[config.mk]
export PLATFORM = sky130hd
export DESIGN_NAME = ooo_divide_unit
export DESIGN_NICKNAME = d
export VERILOG_FILES = /design/src/rtl/ooo_divide_unit.sv
export SDC_FILE = /design/constraint.sdc
export NUM_CORES = 1
export LEC_CHECK = 0
export ABC_AREA = 1
export CAP_MARGIN = 25
export CORE_MARGIN = 10
export CORE_UTILIZATION = 40
export CTS_CLUSTER_SIZE = 14
export DETAILED_ROUTE_END_ITERATION = 10
export PLACE_DENSITY_LB_ADDON = 0.1
export SETUP_SLACK_MARGIN = 0.02
export SLEW_MARGIN = 20
export SYNTH_ARGS = -nofsm -noshare
export SYNTH_HDL_FRONTEND = slang
export SYNTH_SLANG_ARGS = --single-unit
[constraint.sdc]
create_clock -name CLK -period 12.2 [get_ports CLK]
set_input_delay 3.66 -clock CLK [delete_from_list [all_inputs] [get_ports CLK]]
set_output_delay 3.66 -clock CLK [all_outputs]
set_load 0.02 [all_outputs]
[src/rtl/ooo_divide_unit.sv]
// Iterative 32-step restoring divider for DIV/DIVU/REM/REMU with tagged completion.
// Zero-divisor and signed-overflow results bypass the loop and complete one cycle after issue.
//   state | meaning
//   IDLE  | waiting for an op, ready when not reset/flushed
//   BUSY  | one restoring iteration per cycle on operand magnitudes
//   DONE  | one-cycle completion strobe with tag and result
module ooo_divide_unit #(
  parameter int DATA_W = 32,
  parameter int TAG_W  = 5
) (
  input  logic              CLK,
  input  logic              RST,
  input  logic              start,
  output logic              ready,
  input  logic [1:0]        div_type,
  input  logic [DATA_W-1:0] rs1_data,
  input  logic [DATA_W-1:0] rs2_data,
  input  logic [TAG_W-1:0]  rd_in,
  input  logic              flush,
  output logic              valid_div,
  output logic [TAG_W-1:0]  rd_div,
  output logic [DATA_W-1:0] data_div
);

  localparam int CNT_W = $clog2(DATA_W);

  typedef logic [DATA_W-1:0] word_t;
  typedef enum logic [1:0] {IDLE, BUSY, DONE} state_t;

  state_t            state_q;
  logic [CNT_W-1:0]  cnt_q;
  logic [TAG_W-1:0]  rd_q;
  logic              is_rem_q;
  logic              neg_quo_q;
  logic              neg_rem_q;
  word_t             quo_q;
  logic [DATA_W:0]   rem_q;
  word_t             dvsr_q;
  word_t             res_q;

  logic  is_signed_in;
  logic  a_neg_in;
  logic  b_neg_in;
  logic  div0_in;
  logic  ovf_in;
  word_t mag_a;
  word_t mag_b;
  word_t spec_res;

  always_comb begin
    is_signed_in = ~div_type[0];
    a_neg_in     = is_signed_in & rs1_data[DATA_W-1];
    b_neg_in     = is_signed_in & rs2_data[DATA_W-1];
    mag_a        = a_neg_in ? -rs1_data : rs1_data;
    mag_b        = b_neg_in ? -rs2_data : rs2_data;
    div0_in      = (rs2_data == '0);
    ovf_in       = is_signed_in & (rs1_data == {1'b1, {(DATA_W-1){1'b0}}}) & (rs2_data == '1);
    if (div_type[1])
      spec_res = div0_in ? rs1_data : '0;
    else
      spec_res = div0_in ? '1 : {1'b1, {(DATA_W-1){1'b0}}};
  end

  logic [DATA_W:0] shifted;
  logic [DATA_W:0] diff;
  logic            step_ge;
  logic [DATA_W:0] step_rem;
  word_t           step_quo;
  word_t           fix_quo;
  word_t           fix_rem;
  word_t           fin_res;

  // One restoring step: shift in the next dividend bit, subtract if it fits.
  always_comb begin
    shifted  = {rem_q[DATA_W-1:0], quo_q[DATA_W-1]};
    diff     = shifted - {1'b0, dvsr_q};
    step_ge  = ~diff[DATA_W];
    step_rem = step_ge ? diff : shifted;
    step_quo = {quo_q[DATA_W-2:0], step_ge};
    fix_quo  = neg_quo_q ? -step_quo : step_quo;
    fix_rem  = neg_rem_q ? -step_rem[DATA_W-1:0] : step_rem[DATA_W-1:0];
    fin_res  = is_rem_q ? fix_rem : fix_quo;
  end

  always_ff @(posedge CLK) begin
    if (RST) begin
      state_q   <= IDLE;
      cnt_q     <= '0;
      rd_q      <= '0;
      is_rem_q  <= 1'b0;
      neg_quo_q <= 1'b0;
      neg_rem_q <= 1'b0;
      quo_q     <= '0;
      rem_q     <= '0;
      dvsr_q    <= '0;
      res_q     <= '0;
    end else if (flush) begin
      state_q <= IDLE;
      cnt_q   <= '0;
    end else begin
      case (state_q)
        IDLE: begin
          if (start) begin
            rd_q     <= rd_in;
            is_rem_q <= div_type[1];
            if (div0_in || ovf_in) begin
              res_q   <= spec_res;
              state_q <= DONE;
            end else begin
              quo_q     <= mag_a;
              rem_q     <= '0;
              dvsr_q    <= mag_b;
              neg_quo_q <= a_neg_in ^ b_neg_in;
              neg_rem_q <= a_neg_in;
              cnt_q     <= CNT_W'(DATA_W - 1);
              state_q   <= BUSY;
            end
          end
        end
        BUSY: begin
          quo_q <= step_quo;
          rem_q <= step_rem;
          if (cnt_q == '0) begin
            res_q   <= fin_res;
            state_q <= DONE;
          end else begin
            cnt_q <= cnt_q - CNT_W'(1);
          end
        end
        DONE:    state_q <= IDLE;
        default: state_q <= IDLE;
      endcase
    end
  end

  // Reset and flush gate the handshake outputs in the same cycle they are seen.
  always_comb begin
    ready     = (state_q == IDLE) & ~RST & ~flush;
    valid_div = (state_q == DONE) & ~RST & ~flush;
    rd_div    = valid_div ? rd_q : '0;
    data_div  = valid_div ? res_q : '0;
  end

endmodule

==> run metrics, run 1 <==
total track usage 23.4%; leakage dissipation between 6 and 7 nW; element type at the critical path start input pin; yosys warns 0; via density per instance ~5.3; global-route wire length before repair 76100 um; Sw Pwr around 540 uW; worst-case setup margin in the final layout around 2.6 ns; crit path capture type primary output; required time worst endpoint roughly 8.5 ns; commonest cells after routing, fill and taps aside sky130_fd_sc_hd__nand2_1 (620), sky130_fd_sc_hd__inv_1 (302), sky130_fd_sc_hd__nor2_1 (241); maximum number of buffers from clock root to sink 2; unrepaired setup endpoints after global routing false; Yosys cell types slightly above 50; Max Fclk around 100 MHz; Die Wd 201 um; Max IR drop VDD approximately 0.093 mV; DRC violation total after the first TritonRoute iteration 1533; top cells by area, synth sky130_fd_sc_hd__dfxtp_1 (22%), sky130_fd_sc_hd__nand2_1 (18%), sky130_fd_sc_hd__inv_1 (8.7%), sky130_fd_sc_hd__a21oi_1 (8.3%), sky130_fd_sc_hd__nor2_1 (7.0%); syn_area_per_cell 5.71 um2; number of instances in the synthesized netlist between 2k and 2.5k; number of synthesized flops with an enable pin 0; hold-fix buffers at CTS 0; deepest level of the CTS H-tree 4; portion of the post-synthesis area used by sequential elements 21.8%; fin crit share about four fifths; clock slew at reported path FFs about 0.060 ns; count of nets after finishing 2460; antenna cells 0; die footprint approximately 0.040 mm2; leading cell type in the layout, fill and taps excluded sky130_fd_sc_hd__nand2_1; total I/O pin count 114; fraction of synthesis flops using an asynchronous set or reset pin 0%; number of antenna violations at the first check in global routing 0; fraction of power spent switching nets between 30% and 40%; Max transition margin 31.4%; number of maximum-capacitance constraint violations 0; worst slack at placement 2.53 ns; count of nets left with antenna violations after detail routing 0; height of the die 201 um; critical path type in2out; Arr. time, crit path approximately 5.9 ns; Fin Clk Skew ~0.016 ns; pin count of the biggest net entering global routing 79; internal reg-to-reg setup slack ~6.5 ns; Period minus WS final between 9 and 10 ns; fraction of power consumed by sequential logic between 30% and 40%; port buffer count about 110; area growth from synthesis to layout 14.7%; Routed WL 48700 um; area share of the leading cell type in the synthesized netlist 21.8%; standard cell core area between 0.03 and 0.04 mm2; cts repair resizes 0; Post-Synthesis Net Count between 2k and 2.5k; FF-to-FF End res_q[26]; start of the worst register-to-register path quo_q[31]; Pre-antenna DRT Iters 5; share of post-route cells with drive strength above 1 under 10%; origin of the worst min-delay path rd_q[2]; combinational fraction of design power ~28%; Setup TNS 0 ns; Clk Tree Root Cell sky130_fd_sc_hd__clkbuf_16; cts bufs inserted 17; internal power 910 uW; number of buffers inserted to repair setup after CTS 0; Main synth FF type sky130_fd_sc_hd__dfxtp_1; max-slew violation count 0; via count of the first global-routing pass roughly 14k; Yosys reg bits 143; Sinks on Clock Net approximately 140; total power per unit cell area just under 100 mW/mm2; TritonCTS clock tree built; Vias 14.8k; Routed WL per cell about 17 um; R2R cell count 30; cell area after technology mapping around 0.013 mm2; depth of the worst hold-timing path 2; Total Power between 1 and 1.5 mW; Worst Hold Endpoint rd_q[2]; Final Wtd Congestion 0.962; HPWL Detailed between 30000 and 40000 um; number of hold violations in the final report 0; power share of the clock group a little over a third; source-to-sink clock delay at the later pin of the worst-skew pair about 0.45 ns; total global routing overflow 0; cell type with the highest aggregate area in the netlist sky130_fd_sc_hd__dfxtp_1; Tightest Pin Transition 1.03 ns; maximum fanout count along the critical path 65; result of the run finished, final reports clean; effective utilization at floorplan around two fifths; setup-violating endpoint count in the final report 0; classification of the worst-slack hold path reg2reg; number of core rows 66; final routed DRC violation total 0
[worst max path at each step]
stage / from / to / slack, ns / depth (start not counted)
final: RST / data_div[2] / 2.61 / 8
after global routing: RST / data_div[2] / 2.35 / 8
after CTS: RST / data_div[2] / 2.53 / 8
after detailed placement: RST / data_div[2] / 2.53 / 8
after global placement: RST / data_div[20] / 2.59 / 8
after floorplan: flush / data_div[10] / 3.37 / 6
[cells in the mapped netlist, types with 6 or more instances]
cell type / number
sky130_fd_sc_hd__xor2_1: 40
sky130_fd_sc_hd__buf_2: 14
sky130_fd_sc_hd__nor2_2: 11
sky130_fd_sc_hd__nand3_1: 152
sky130_fd_sc_hd__o211ai_1: 16
sky130_fd_sc_hd__o21ai_0: 178
sky130_fd_sc_hd__or2_2: 7
sky130_fd_sc_hd__nand3_2: 6
sky130_fd_sc_hd__buf_1: 6
sky130_fd_sc_hd__xnor2_1: 22
sky130_fd_sc_hd__nand2_1: 620
sky130_fd_sc_hd__nand4_1: 21
sky130_fd_sc_hd__nand3b_1: 9
sky130_fd_sc_hd__o21ai_1: 15
sky130_fd_sc_hd__nor3_1: 36
sky130_fd_sc_hd__clkbuf_1: 63
sky130_fd_sc_hd__nor2_1: 245
sky130_fd_sc_hd__ha_1: 39
sky130_fd_sc_hd__a21oi_1: 217
sky130_fd_sc_hd__a31oi_1: 21
sky130_fd_sc_hd__nor4_1: 11
sky130_fd_sc_hd__nand2_2: 33
sky130_fd_sc_hd__dfxtp_1: 143
sky130_fd_sc_hd__inv_1: 303
[power by group through the flow]
stage	Combinational (mW)	Clock [mW]	Sequential, mW
6_report	0.411	0.531	0.509
4_1_cts	0.406	0.539	0.508
3_5_place_dp	0.404	0	0.519
5_1_grt	0.461	0.558	0.512
3_3_place_gp	0.402	0	0.518
2_1_floorplan	0.280	0	0.512
[cells by family (layout without fill, tap and decap cells)]
kind of cell | count (synthesis) | after routing | share of synthesized area (%)
buffers and inverters | 408 | 471 | 12.6
flip-flops | 143 | 143 | 21.8
AND/OR/NAND/NOR | 1168 | 1168 | 38.2
adder cells (fa/ha/maj) | 40 | 40 | 3.88
XOR/XNOR | 62 | 62 | 4.14
AO/OA/AOI/OAI | 474 | 474 | 19.3
[layer usage]
metal / wire, um / GRT usage (%)
met4: 676 / 5.60
met1: 23900 / 33.5
met5: 0 / 0
met3: 3140 / 4.58
met2: 21000 / 35.0
[registers in the layout (all words and copies together), names as in the netlist]
name / cells
neg_quo_q: 1
res_q: 32
dvsr_q: 32
quo_q: 32
neg_rem_q: 1
rd_q: 5
cnt_q: 5
is_rem_q: 1
state_q: 2
rem_q: 32
[area by class of cell]
cell class	instances	area, um2
Multi-Input combinational cell	1744	8610
Inverter	312	1170
Sequential cell	143	2860
Timing Repair Buffer	127	1250
Fill cell	3570	17400
Tap cell	442	553
Clock buffer	17	425
Clock inverter	15	149
[per-stage QoR]
step | utilization (%) | area [um2] | cells | hold WS, ns
5_1_grt | 46.3 | 15000 | 2800 | 0.475
2_1_floorplan | - | 13100 | 2295 | 0.430
6_report | 46.3 | 15000 | 2800 | 0.456
4_1_cts | 46.2 | 15000 | 2799 | 0.459
3_3_place_gp | 44.4 | 14400 | 2767 | 0.448
3_5_place_dp | 44.4 | 14400 | 2767 | 0.450
[critical path: stages]
cell                              delay (ns)
sky130_fd_sc_hd__buf_2                  0.07
sky130_fd_sc_hd__buf_4                  0.54
sky130_fd_sc_hd__nor2_1                 0.14
sky130_fd_sc_hd__inv_1                  0.21
sky130_fd_sc_hd__nor3_1                 0.10
sky130_fd_sc_hd__inv_2                  0.47
sky130_fd_sc_hd__nor2_1                 0.10
sky130_fd_sc_hd__clkdlybuf4s50_1        0.57
Note: power is estimated with default switching activity, not from simulation.
==> run 2, diff against run 1 <==
==> constraint.sdc (replaced) <==
create_clock -name CLK -period 8.94 [get_ports CLK]
set_input_delay 2.682 -clock CLK [delete_from_list [all_inputs] [get_ports CLK]]
set_output_delay 2.682 -clock CLK [all_outputs]
set_load 0.02 [all_outputs]
==> run metrics, run 2 (synthesized netlist as in run 1, its figures left out) <==
Fin Clk Skew ~0.014 ns; Vias approximately 15k; unrepaired setup endpoints after global routing false; setup-violating endpoint count in the final report 0; Clk Tree Root Cell sky130_fd_sc_hd__clkbuf_16; Max transition margin between 30% and 40%; port buffer count between 100 and 150; via density per instance 5.25; total track usage a little under a quarter; Buf/Inv on CP 4; HPWL Detailed 38300 um; antenna cells 0; fin crit share approximately 85%; Routed WL per cell between 15 and 20 um; number of core rows between 60 and 70; standard cell core area approximately 0.032 mm2; height of the die between 200 and 250 um; Setup TNS 0 ns; total power per unit cell area 131 mW/mm2; R2R cell count 28; depth of the worst hold-timing path 2; clock slew at reported path FFs ~0.06 ns; internal reg-to-reg setup slack 3.22 ns; Total Power approximately 2.0 mW; required time worst endpoint around 6.3 ns; share of post-route cells with drive strength above 1 just under 6%; critical path type in2out; deepest level of the CTS H-tree 4; maximum number of buffers from clock root to sink 2; total I/O pin count ~110; TritonCTS clock tree built; Pre-antenna DRT Iters 6; die footprint roughly 0.04 mm2; pin count of the biggest net entering global routing between 70 and 80; cts bufs inserted 17; effective utilization at floorplan 40.4%; Max Fclk approximately 130 MHz; element type at the critical path start input pin; worst slack at placement 1.32 ns; count of nets left with antenna violations after detail routing 0; DRC violation total after the first TritonRoute iteration 1322; Period minus WS final approximately 7.6 ns; via count of the first global-routing pass roughly 13k; top cell family by delay on the critical path buffers and inverters; logic depth of the worst path, buffers included 7; number of buffers inserted to repair setup after CTS 0; leakage dissipation 6.84 nW; count of nets after finishing 2461; Routed WL between 40000 and 50000 um; hold-fix buffers at CTS 0; source-to-sink clock delay at the later pin of the worst-skew pair 0.45 ns; global-route wire length before repair 75800 um; commonest cells after routing, fill and taps aside sky130_fd_sc_hd__nand2_1 (620), sky130_fd_sc_hd__inv_1 (302), sky130_fd_sc_hd__nor2_1 (241); Tightest Pin Transition 1.00 ns; Die Wd roughly 200 um; Final Wtd Congestion around 0.96; longest individual stage delay on the worst path ~0.63 ns; cts repair resizes 0; area growth from synthesis to layout 14.8%; number of antenna violations at the first check in global routing 1; Max IR drop VDD about 0.14 mV; max-slew violation count 0; result of the run finished, final reports clean; classification of the worst-slack hold path reg2reg; total global routing overflow 0; number of maximum-capacitance constraint violations 0; final routed DRC violation total 0; leading cell type in the layout, fill and taps excluded sky130_fd_sc_hd__nand2_1; sequence of cells on the critical path clkdlybuf4s50_1 > nor2_1 > inv_1 > nor3_1 > inv_2 > nor2_1 > clkdlybuf4s50_1; worst-case setup margin in the final layout ~1.3 ns; Arr. time, crit path roughly 5.0 ns; number of hold violations in the final report 0; crit path capture type primary output; slowest cell on the critical path sky130_fd_sc_hd__clkdlybuf4s50_1; Sinks on Clock Net ~140; maximum fanout count along the critical path 37; filler cell count roughly 3.5k
==> run 2: changes by cell type in the layout (fill, tap and decap cells not counted), sizes merged <==
cell and change:
buf +1, clkbuf +1, clkinv +1, clkinvlp +3, inv -5
==> run 2: power breakdown <==
part	internal, mW	switching [mW]	total (mW)
sequential	0.667	0.0275	0.695
clock	0.394	0.317	0.711
combinational	0.183	0.387	0.570
total	1.24	0.731	1.98
==> run 2: worst register-to-register path, delay by kind of cell (launching register included) <==
kind / cells / cell delay [ns]
buf+inv: 2 / 0.19
simple gates: 18 / 3.03
flops: 1 / 0.32
fa+ha+maj: 3 / 0.98
compound gates: 5 / 1.05
==> run 2: final timing paths <==
kind / from / endpoint
max reg2reg: quo_q[31] / res_q[28]
max: flush / data_div[19]
min reg2reg: rd_q[3] / rd_q[3]
min: rd_q[3] / rd_q[3]
==> run 2: routing by layer <==
| metal | wire, um | GRT usage (%) |
|---|---|---|
| met1 | 23300 | 32.6 |
| met2 | 21200 | 35.4 |
| met3 | 4240 | 6.12 |
| met4 | 692 | 5.49 |
| met5 | 0 | 0 |
==> run 2: cell type report <==
type / instances / area, um2 / area share, %
clock buffer: 18 / 439 / 2.92
multi-input combinational: 1744 / 8610 / 57.3
sequential: 143 / 2860 / 19.0
inverter: 312 / 1170 / 7.79
clock inverter: 14 / 134 / 0.890
tap: 442 / 553 / 3.68
timing repair buffer: 128 / 1270 / 8.42
==> run 2: metrics by stage <==
| stage | hold WS (ns) | utilization (%) | std cells | cell area (um2) |
|---|---|---|---|---|
| global placement | 0.450 | 44.4 | 2767 | 14400 |
| finish | 0.457 | 46.3 | 2801 | 15000 |
| floorplan | 0.430 | - | 2295 | 13100 |
| CTS | 0.462 | 46.2 | 2799 | 15000 |
| global route | 0.484 | 46.3 | 2801 | 15000 |
| detailed placement | 0.453 | 44.4 | 2767 | 14400 |
